File: src/rtl/wb_arbiter.sv
// wb_arbiter: per-source result FIFOs drained one per cycle onto a registered ROB writeback bus.
// Round-robin grant by default; define WB_ARB_FIXED_PRIO_EN for fixed priority (lowest index wins).
module wb_arbiter #(
  parameter int NUM_REQ = 4,
  parameter int TAG_WIDTH = 5,
  parameter int DATA_WIDTH = 32,
  parameter int FIFO_DEPTH = 2,
  localparam int SW = (NUM_REQ > 1) ? $clog2(NUM_REQ) : 1,
  localparam int PW = $clog2(FIFO_DEPTH),
  localparam int CW = PW + 1
) (
  input  logic                          clk,
  input  logic                          rst,
  input  logic                          flush,
  input  logic [NUM_REQ-1:0]            req_valid,
  output logic [NUM_REQ-1:0]            req_ready,
  input  logic [NUM_REQ*TAG_WIDTH-1:0]  req_tag,
  input  logic [NUM_REQ*DATA_WIDTH-1:0] req_data,
  output logic                          wb_valid,
  output logic [TAG_WIDTH-1:0]          wb_tag,
  output logic [DATA_WIDTH-1:0]         wb_data,
  output logic [SW-1:0]                 wb_src,
  output logic                          wb_busy
);
  logic [CW-1:0]         cnt_q [NUM_REQ];
  logic [CW-1:0]         cnt_d [NUM_REQ];
  logic [PW-1:0]         wptr_q [NUM_REQ];
  logic [PW-1:0]         wptr_d [NUM_REQ];
  logic [PW-1:0]         rptr_q [NUM_REQ];
  logic [PW-1:0]         rptr_d [NUM_REQ];
  logic [TAG_WIDTH-1:0]  tag_mem_q [NUM_REQ][FIFO_DEPTH];
  logic [DATA_WIDTH-1:0] data_mem_q [NUM_REQ][FIFO_DEPTH];
  logic [NUM_REQ-1:0]    push;
  logic [NUM_REQ-1:0]    pop;
  logic                  gnt;
  logic [SW-1:0]         gnt_src;
  logic                  wb_valid_q, wb_valid_d;
  logic [TAG_WIDTH-1:0]  wb_tag_q, wb_tag_d;
  logic [DATA_WIDTH-1:0] wb_data_q, wb_data_d;
  logic [SW-1:0]         wb_src_q, wb_src_d;

  assign wb_valid = wb_valid_q;
  assign wb_tag   = wb_tag_q;
  assign wb_data  = wb_data_q;
  assign wb_src   = wb_src_q;

  // ready/busy come from registered counts; a full FIFO stays not-ready even while being popped
  always_comb begin
    wb_busy = 1'b0;
    for (int i = 0; i < NUM_REQ; i++) begin
      req_ready[i] = cnt_q[i] != CW'(FIFO_DEPTH);
      wb_busy      = wb_busy | (cnt_q[i] != '0);
      push[i]      = req_valid[i] && req_ready[i] && !flush;
    end
  end

`ifdef WB_ARB_FIXED_PRIO_EN
  // fixed priority: scan downwards so the lowest non-empty index is the last to claim the grant
  always_comb begin
    gnt     = 1'b0;
    gnt_src = '0;
    for (int k = NUM_REQ - 1; k >= 0; k--)
      if (cnt_q[k] != '0) begin
        gnt     = 1'b1;
        gnt_src = SW'(k);
      end
  end
`else
  logic [SW-1:0] rr_q, rr_d, idx;

  // round-robin: scan offsets from rr_q downwards so the nearest non-empty source wins
  always_comb begin
    gnt     = 1'b0;
    gnt_src = '0;
    idx     = '0;
    for (int k = NUM_REQ - 1; k >= 0; k--) begin
      idx = SW'((int'(rr_q) + k) % NUM_REQ);
      if (cnt_q[idx] != '0) begin
        gnt     = 1'b1;
        gnt_src = idx;
      end
    end
  end

  assign rr_d = (gnt && !flush) ? SW'((int'(gnt_src) + 1) % NUM_REQ) : rr_q;

  // rotating pointer survives flush so fairness is not reset by a mispredict
  always_ff @(posedge clk) begin
    if (rst) rr_q <= '0;
    else     rr_q <= rr_d;
  end
`endif

  // FIFO bookkeeping and next writeback beat; flush wipes queues and drops the pending grant
  always_comb begin
    for (int i = 0; i < NUM_REQ; i++) begin
      pop[i]    = gnt && !flush && (gnt_src == SW'(i));
      cnt_d[i]  = flush ? '0 : cnt_q[i] + CW'(push[i]) - CW'(pop[i]);
      wptr_d[i] = flush ? '0 : wptr_q[i] + PW'(push[i]);
      rptr_d[i] = flush ? '0 : rptr_q[i] + PW'(pop[i]);
    end
    wb_valid_d = gnt && !flush;
    wb_tag_d   = wb_valid_d ? tag_mem_q[gnt_src][rptr_q[gnt_src]] : wb_tag_q;
    wb_data_d  = wb_valid_d ? data_mem_q[gnt_src][rptr_q[gnt_src]] : wb_data_q;
    wb_src_d   = wb_valid_d ? gnt_src : wb_src_q;
  end

  // control state and the registered writeback bus
  always_ff @(posedge clk) begin
    if (rst) begin
      for (int i = 0; i < NUM_REQ; i++) begin
        cnt_q[i]  <= '0;
        wptr_q[i] <= '0;
        rptr_q[i] <= '0;
      end
      wb_valid_q <= 1'b0;
      wb_tag_q   <= '0;
      wb_data_q  <= '0;
      wb_src_q   <= '0;
    end else begin
      for (int i = 0; i < NUM_REQ; i++) begin
        cnt_q[i]  <= cnt_d[i];
        wptr_q[i] <= wptr_d[i];
        rptr_q[i] <= rptr_d[i];
      end
      wb_valid_q <= wb_valid_d;
      wb_tag_q   <= wb_tag_d;
      wb_data_q  <= wb_data_d;
      wb_src_q   <= wb_src_d;
    end
  end

  // entry storage needs no reset: counts decide what is visible
  always_ff @(posedge clk) begin
    for (int i = 0; i < NUM_REQ; i++)
      if (push[i] && !rst) begin
        tag_mem_q[i][wptr_q[i]]  <= req_tag[i*TAG_WIDTH +: TAG_WIDTH];
        data_mem_q[i][wptr_q[i]] <= req_data[i*DATA_WIDTH +: DATA_WIDTH];
      end
  end

  for (genvar i = 0; i < NUM_REQ; i++) begin : g_chk
    assert property (@(posedge clk) disable iff (rst) !(req_valid[i] && !req_ready[i]));
  end
endmodule

File: config.mk
export PLATFORM = sky130hd
export DESIGN_NAME = wb_arbiter
export DESIGN_NICKNAME = d
export VERILOG_FILES = /design/src/rtl/wb_arbiter.sv
export SDC_FILE = /design/constraint.sdc
export NUM_CORES = 1
export LEC_CHECK = 0
export ABC_AREA = 1
export CAP_MARGIN = 20
export CORE_MARGIN = 2
export CORE_UTILIZATION = 45
export CTS_CLUSTER_SIZE = 16
export DETAILED_ROUTE_END_ITERATION = 6
export PLACE_DENSITY = 0.74
export REMOVE_ABC_BUFFERS = 1
export SLEW_MARGIN = 20
export SYNTH_ARGS = -nofsm -noshare
export SYNTH_HDL_FRONTEND = slang
export SYNTH_SLANG_ARGS = --single-unit
File: constraint.sdc
create_clock -name clk -period 5.41 [get_ports clk]
set_input_delay 0.8115 -clock clk [delete_from_list [all_inputs] [get_ports clk]]
set_output_delay 0.8115 -clock clk [all_outputs]
set_load 0.02 [all_outputs]
Yosys cells after proc, flatten, opt, wreduce, memory -nomap -nowiden:

Memory sizes are Yosys's and may differ from the RTL's. A register that Yosys moved wholly into a read port is not among the register bits.
Index checks and enable logic that the tools add are counted.

* flip-flop bits (word level): 42
* memory bits (writable): 312
* bits of input ports: 155
* output and inout port bits: 45
* word-level logic and storage cells: 169
* memories kept: 5

* add/subtract/negate cells: 20
* $lt $le $gt $ge: 9
* eq/ne operators: 7
* multiplexer cells: 71
* bitwise operators: 20
* reduce and logical (&&, ||, !) cells: 32

Memories
* data_mem_q: words 4, bits a word 64, rd ports 1, clocked after memory_dff 0, wr ports 4, RTL line 32 `logic [DATA_WIDTH-1:0] data_mem_q [NUM_REQ][FIFO_DEPTH];`
* tag_mem_q: words 4, bits a word 10, rd ports 1, clocked after memory_dff 0, wr ports 4, RTL line 31 `logic [TAG_WIDTH-1:0] tag_mem_q [NUM_REQ][FIFO_DEPTH];`
* cnt_q: words 4, bits a word 2, rd ports 8, clocked after memory_dff 1, wr ports 4, RTL line 25 `logic [CW-1:0] cnt_q [NUM_REQ];`
* rptr_q: words 4, bits a word 1, rd ports 5, clocked after memory_dff 0, wr ports 4, RTL line 29 `logic [PW-1:0] rptr_q [NUM_REQ];`
* wptr_q: words 4, bits a word 1, rd ports 4, clocked after memory_dff 0, wr ports 4, RTL line 27 `logic [PW-1:0] wptr_q [NUM_REQ];`

Operators with widths (count)
* $mux 64: 4
* $mux 32: 7
* $demux 32 s1: 4
* $mux 10: 4
* $mux 5: 7
* $mux 2: 14
* $mux 1: 27
* $logic_and 1x1->1: 21
* $demux 5 s1: 4
* $reduce_bool 2->1: 8
* $or 1x1->1: 15
* $ge 2x2->1 const B: 5
* $not 1->2: 5
* $add 1x1->1: 8
* $add 2x1->2: 4
* $lt 2x1->1 const B: 4
* $ne 2x2->1 const B: 4
* $sub 2x1->2: 4
* $add 2x1->2 const B: 2
* $add 2x2->2 const B: 2
* $eq 2x2->1 const B: 2
* $eq 2x1->1 const B: 1
* $logic_not 1->1: 2
* $logic_not 2->1: 1

Longest topological paths before layout:

Gate-level depths: netlist of run 1.
An unclocked memory read counts as a cell.

* depth after elaboration: 12
* mapped depth: 21
* gate-level depth less buffers: 19

Worst setup path after synthesis of run 1:

Ideal clock, no wire load.

* kind: input-to-reg
* start point: input port flush
* end point: memory data_mem_q[2][32] in the netlist's numbering, enable pin
* library setup time: 0.477 ns
* data arrival time: 4.025 ns
* data required time: 4.933 ns
* path slack: 0.908 ns
* stages on the path: 4
* buffers on the path: 1
* cell sequence: nor2_1 > inv_1 > clkbuf_1 > nor3_1

RTL lines
* start: declaration: RTL line 14 `input logic flush,`
* end: declaration: RTL line 32

Worst setup path in the final report of run 1:

* start point: register rr_q[0]
* end point: register wb_tag_q[0] (netlist: wb_tag[0])

* longest elaborated chain between the ends: 12
* elaborated cells between the ends (all ways): 22
* those cells by class: 3 x add/sub; 11 x mux; 1 x bitwise; 4 x reduce/logical; 3 x memory

Ends and longest elaborated chain
* start: declaration: RTL line 69 `logic [SW-1:0] rr_q, rr_d, idx;`
* start signal: assignment: RTL line 90 `else rr_q <= rr_d;`
* $add 2x2->2: RTL line 77 `idx = SW'((int'(rr_q) + k) % NUM_REQ);`
* $mem_v2 4x2
* $reduce_bool 2->1: RTL line 78 `if (cnt_q[idx] != '0) begin`
* $mux 2 (4 in series): RTL line 78
* $mem_v2 4x1
* $not 1->2 (not written as such): RTL line 103 `wb_tag_d = wb_valid_d ? tag_mem_q[gnt_src][rptr_q[gnt_src]] : wb_tag_q;`
* $mux 5 (not written as such) (3 in series): RTL line 103
* end signal: assignment: RTL line 127 `wb_tag_q <= wb_tag_d;`
* end: declaration: RTL line 38 `logic [TAG_WIDTH-1:0] wb_tag_q, wb_tag_d;`

Several ways; a longest one is shown, not always the timed one. The select of a mux whose other input is x is not followed.
A chain may end at the register's enable or synchronous reset.

==> flow_summary.yaml, run 1 <==
run_status:
  outcome: "finished clean"
critical_path:
  worst_setup_path_start_kind: "flip-flop"
  cp-endpoint: "wb_tag[0]$_SDFFE_PP0N_"
  crit_buf_inv: 3
  critPathKind: "reg -> reg"
  crit_slowest_cell: "nand2_8"
  path_max_fanout: 101
  reg2reg_depth: 17
  rrSetupSlack_ns: 1.52
  critPathLaunch: "rr_q[0]$_SDFFE_PP0N_"
  required_ns: 5.83
  end_kind: "flip-flop"
  worstReg2RegStart: "rr_q[0]$_SDFFE_PP0N_"
  critPathTopFamily: "simple AND/OR/NAND/NOR gates"
  max_stage_delay_ns: 0.74
  r2r_end: "wb_tag[0]$_SDFFE_PP0N_"
  crit_path_cell_trace: "inv_2 > nor2_1 > nand2_1 > nand2_1 > nor2_2 > nand2_1 > nand3_4 > nand2_8 > nand2_1 > nand2_1 > nand2_1 > nand2_4 > inv_2 > nand2_1 > nand3_1 > nand2_1 > inv_1"
  crit_arrival_ns: 4.31
  cp.depth: 17
  crit_top_cell: "nand2_1"
clock_tree:
  numCtsBuffers: 37
  htreeDepth: 2
  cts_resized: 0
  hold_buffers: 0
  clk_latency_ns: 0.52
  cts_setup_buffers: 0
  clock-root-buffer: "clkbuf_16"
  clkTransAtPathRegs_ns: 0.06
  cts_buffer_depth: 3
  cts.sinks: 356
  tritoncts: "yes"
routing:
  firstDrtPassIters: 6
  wl_met3_um: 2950
  drc: 0
  m1WireLength_um: 16000
  first_iter_violations: 1223
  final_antenna_net_count: 0
  vias: 11000
  met2_length_um: 19300
  routed_wl_um: 39200
  viasPerCell: 5.22
  dr.max_layer_used: "met4"
  wl_per_cell_um: 18.6
timing:
  grt_setup_unrepaired: "no"
  worst-slew-pin-transition_ns: 0.996
  post-route-period-util_pct: 71.9
  setup_violations: 0
  fmax_mhz: 257
  fin_hold_ws_ns: 0.472
  fin_tns_setup_ns: 0
  fin_skew_ns: 0.0158
  min_period_ns: 3.89
  hold_viol_final: 0
  maxSlewHeadroom_pct: 33.6
  final-max-slew-violation-count: 0
power:
  peakVddDrop_uv: 509
  p_int_w: 0.00621
  pwr-share-comb_pct: 47.7
  pwr-share-clk_pct: 21.8
  p_per_area_nw_per_um2: 592
  switchingPower_w: 0.00476
  pwr-share-seq_pct: 30.5
  p_sw_share_pct: 43.4
  p_leak_nw: 7.32
place:
  portBuffers: 199
  place.gp.congestion: 0.804
  dp_cells: 2039
  dp_hpwl_um: 24900
die:
  die-area_um2: 34600
  fp.dieH_um: 186
  num_rows: 66
  start_util_pct: 45.8
  io_pins: 200
  core-area_um2: 32500
  die_w_um: 186
cells_and_area:
  fillers: 2700
  area_growth_pct: 24.4
  final_net_count: 1799
  drive_above_1_share_pct: 6.13
  layout.cells.non_filler: 2108
  final_common_cell: "nand2_1"
  layout_common_cells: "nand2_1 (517), edfxtp_1 (296), clkdlybuf4s50_1 (199)"
global_route:
  grt_remaining_overflow: 0
  grt_pass1_vias: 11000
  track_usage_pct: 22.8
  antenna_found_initial: 1
  grt_max_degree: 102
  grt_pass1_wl_um: 59500
yosys:
  yosysSeqAreaShare_pct: 67.8
  netlist_instances: 1453
  synth_cell_types: 28
  synth_seq_cells: 356
  syn_avg_cell_area_um2: 10.2
  ys_warn_count: 0
  synth_area_um2: 14900
run:
  drv_cap: 0
hold_path:
  hold_class: "reg -> reg"
==> worst min-delay path by stage <==
| stage | from | end | slack [ns] | cells past startpoint |
|---|---|---|---|---|
| 2_1_floorplan | rptr_q[3]$_SDFF_PP0_ | rptr_q[3]$_SDFF_PP0_ | 0.44 | 2 |
| 3_3_place_gp | rptr_q[3]$_SDFF_PP0_ | rptr_q[3]$_SDFF_PP0_ | 0.45 | 2 |
| 3_5_place_dp | wb_src[1]$_SDFFE_PP0N_ | wb_src[1]$_SDFFE_PP0N_ | 0.46 | 2 |
| 4_1_cts | wb_src[1]$_SDFFE_PP0N_ | wb_src[1]$_SDFFE_PP0N_ | 0.47 | 2 |
| 5_1_grt | wb_src[1]$_SDFFE_PP0N_ | wb_src[1]$_SDFFE_PP0N_ | 0.48 | 2 |
| 6_report | wb_src[1]$_SDFFE_PP0N_ | wb_src[1]$_SDFFE_PP0N_ | 0.47 | 2 |
==> power groups by stage <==
stage                     sequential (W)  clock, W  combinational [W]
after global placement           0.00340         0            0.00500
after detailed placement         0.00340         0            0.00519
final                            0.00335   0.00239            0.00523
after global routing             0.00337   0.00252            0.00590
after CTS                        0.00335   0.00241            0.00523
after floorplan                  0.00354         0            0.00329
==> final cells by class <==
type	count	area (um2)	area share (%)
flip-flops and latches	356	10100	54.5
multi-input cells	927	4150	22.4
repair buffers	220	2240	12.1
clock buffers	54	1060	5.73
well taps	442	553	2.99
inverters	94	354	1.91
clock inverters	14	70.1	0.378
diodes	1	2.50	0.0135
==> registers in the layout, indices dropped and copies added (netlist names), named ones only <==
register	count
wb_tag	5
wb_data	32
cnt_q	8
wptr_q	4
data_mem_q	256
rptr_q	4
wb_valid	1
rr_q	2
tag_mem_q	40
wb_src	2
==> worst reg2reg max path, stage by stage, from the launching register on <==
cell and delay (ns):
dfxtp_1 0.54, inv_2 0.11, nor2_1 0.14, nand2_1 0.08, nand2_1 0.08, nor2_2 0.06
nand2_1 0.12, nand3_4 0.49, nand2_8 0.77, nand2_1 0.15, nand2_1 0.09, nand2_1 0.08
nand2_4 0.61, inv_2 0.17, nand2_1 0.10, nand3_1 0.06, nand2_1 0.10, inv_1 0.04
==> cell families after synthesis <==
group                      Yosys count  synth area share (%)
and+or+nand+nor                    859                  24.5
DFF                                356                  67.8
buffers and inverters              170                  4.91
AOI/OAI and AO/OA                   56                  1.92
adders and majority gates            8                 0.672
xor gates and xnor gates             4                 0.235
==> per-stage QoR <==
stage	setup WS (ns)	cell area, um2	util, %	power (W)
floorplan	0.562	14500	-	0.00682
global placement	1.70	17300	53.0	0.00840
detailed placement	1.58	17400	53.4	0.00859
CTS	1.56	18500	56.9	0.0110
global route	1.16	18500	56.9	0.0118
finish	1.52	18500	56.9	0.0110
==> synth_stat cells (all sizes together) <==
master  number  share of area [%]
a211oi       1              0.050
a21oi       16               0.54
buf         57                2.1
clkbuf      19               0.48
dfxtp       60                8.1
edfxtp     296                 60
ha           8               0.67
inv         94                2.4
nand2      523                 13
nand3      163                5.5
nand3b      44                2.2
nand4        1              0.042
nor2       118                3.0
nor3         4               0.13
o211ai       1              0.050
o21ai       38                1.3
or2          4               0.17
or3          1              0.042
or4          1              0.050
xnor2        4               0.24
==> routing by layer <==
| layer | vias to the layer above | global-route usage (%) |
|---|---|---|
| li1 | 5196 | - |
| met4 | 0 | 7.69 |
| met2 | 500 | 39.5 |
| met5 | - | 0 |
| met3 | 74 | 3.19 |
| met1 | 5229 | 29.5 |
(Power assumes the default switching activity.)
==> run 2: changes to the inputs <==
Clock period 5.41 ns to 3.7 ns, I/O delays scaled along.
==> flow_summary.yaml, run 2 (synthesis gave the netlist of run 1 again) <==
run_status:
  outcome: "finished clean"
place:
  portBuffers: 199
  dp_hpwl_um: 24000
  dp_cells: 2048
  dpl_worst_slack_ns: 0.414
  place.gp.congestion: 0.876
clock_tree:
  htreeDepth: 2
  clk_latency_ns: 0.52
  hold_buffers: 0
  clkTransAtPathRegs_ns: 0.06
  cts_resized: 0
  tritoncts: "yes"
  numCtsBuffers: 38
  cts_buffer_depth: 3
  cts_setup_buffers: 0
  clock-root-buffer: "clkbuf_16"
  cts.sinks: 356
timing:
  min_period_ns: 3.39
  maxSlewHeadroom_pct: 41.4
  setup_violations: 0
  worst-slew-pin-transition_ns: 0.879
  fin_hold_ws_ns: 0.465
  fmax_mhz: 295
  hold_viol_final: 0
  layout_setup_ws_ns: 0.314
  post-route-period-util_pct: 91.5
  fin_skew_ns: 0.0195
  grt_setup_unrepaired: "no"
  final-max-slew-violation-count: 0
power:
  switchingPower_w: 0.00705
  p_sw_share_pct: 43.0
  p_int_w: 0.00936
  pwr-share-clk_pct: 22.0
  pwr-share-comb_pct: 48.3
  p_leak_nw: 7.36
  p_per_area_nw_per_um2: 883
  p_total_w: 0.0164
  peakVddDrop_uv: 605
  pwr-share-seq_pct: 29.7
cells_and_area:
  final_net_count: 1809
  layout.cells.non_filler: 2117
  fillers: 2756
  final_common_cell: "nand2_1"
  largest_reg_flops: 256
  layout_common_cells: "nand2_1 (517), edfxtp_1 (296), clkdlybuf4s50_1 (199)"
  drive_above_1_share_pct: 6.58
  fin_util_pct: 57.1
  area_growth_pct: 24.9
critical_path:
  required_ns: 4.11
  end_kind: "flip-flop"
  crit_arrival_ns: 3.80
  path_max_fanout: 38
  critPathKind: "reg -> reg"
  worst_setup_path_start_kind: "flip-flop"
die:
  fp.dieH_um: 186
  io_pins: 200
  die_w_um: 186
  num_rows: 66
  start_util_pct: 45.8
  die-area_um2: 34600
  core-area_um2: 32500
global_route:
  grt_max_degree: 79
  grt_pass1_wl_um: 60700
  grt_remaining_overflow: 0
  antenna_found_initial: 2
  track_usage_pct: 23.3
  grt_pass1_vias: 11000
routing:
  viasPerCell: 5.17
  drc: 0
  first_iter_violations: 965
  routed_wl_um: 39600
  vias: 11000
  firstDrtPassIters: 5
  wl_per_cell_um: 18.7
  final_antenna_net_count: 0
hold_path:
  hold_class: "reg -> reg"
run:
  drv_cap: 0
run 2: changes by cell type in the layout (fill, tap and decap cells not counted), sizes merged:
cell / change
buf: +9
diode: +1
clkbuf: +1
bufinv: +2
clkinvlp: +1
clkinv: -3
inv: -2
run 2: power groups by stage:
stage / registers, W / clock network [W] / logic (W)
2_1_floorplan: 0.00517 / 0 / 0.00481
3_3_place_gp: 0.00495 / 0 / 0.00767
3_5_place_dp: 0.00495 / 0 / 0.00787
4_1_cts: 0.00487 / 0.00365 / 0.00792
5_1_grt: 0.00490 / 0.00381 / 0.00894
6_report: 0.00487 / 0.00361 / 0.00793
run 2: layer usage:
layer / vias to the layer above / GRT usage, % / routed length [um]
li1: 5208 / - / -
met1: 5150 / 30.5 / 16200
met2: 507 / 39.0 / 19000
met3: 85 / 3.80 / 3190
met4: 0 / 8.85 / 1120
met5: - / 0 / 0
run 2: path summary, 6_finish.rpt:
| check | endpoint | cells past startpoint | from | slack (ns) |
|---|---|---|---|---|
| min | rptr_q[3]$_SDFF_PP0_ | 2 | rptr_q[3]$_SDFF_PP0_ | 0.46 |
| max reg2reg | wb_data[6]$_SDFFE_PP0N_ | 16 | rr_q[0]$_SDFFE_PP0N_ | 0.31 |
| min reg2reg | rptr_q[3]$_SDFF_PP0_ | 2 | rptr_q[3]$_SDFF_PP0_ | 0.46 |
| max | wb_data[6]$_SDFFE_PP0N_ | 16 | rr_q[0]$_SDFFE_PP0N_ | 0.31 |
run 2: stage by stage:
stage          TNS (ns)  area (um2)
2_1_floorplan   -101.08       14500
3_5_place_dp          0       17400
5_1_grt               0       18600
4_1_cts               0       18600
3_3_place_gp          0       17400
6_report              0       18600
run 2: area by class of cell:
class	count	area (um2)	area share [%]
clock inverters	12	118	0.633
well taps	442	553	2.97
repair buffers	229	2270	12.2
clock buffers	55	1050	5.67
flip-flops and latches	356	10100	54.3
multi-input cells	927	4150	22.3
diodes	2	5.00	0.0269
inverters	94	354	1.90
run 2: worst max-delay path: stages, from the launching register on:
cell      delay [ns]
dfxtp_1         0.56
nor2_2          0.10
nand2_1         0.11
nand2_1         0.07
nor2_2          0.19
nand4_1         0.13
nand2_1         0.09
nand2_1         0.08
nand2_4         0.21
clkinv_2        0.46
nand2_1         0.29
nand2_4         0.34
buf_4           0.33
nand2_1         0.08
nand2_1         0.06
nor2_1          0.12
nor2_1          0.05
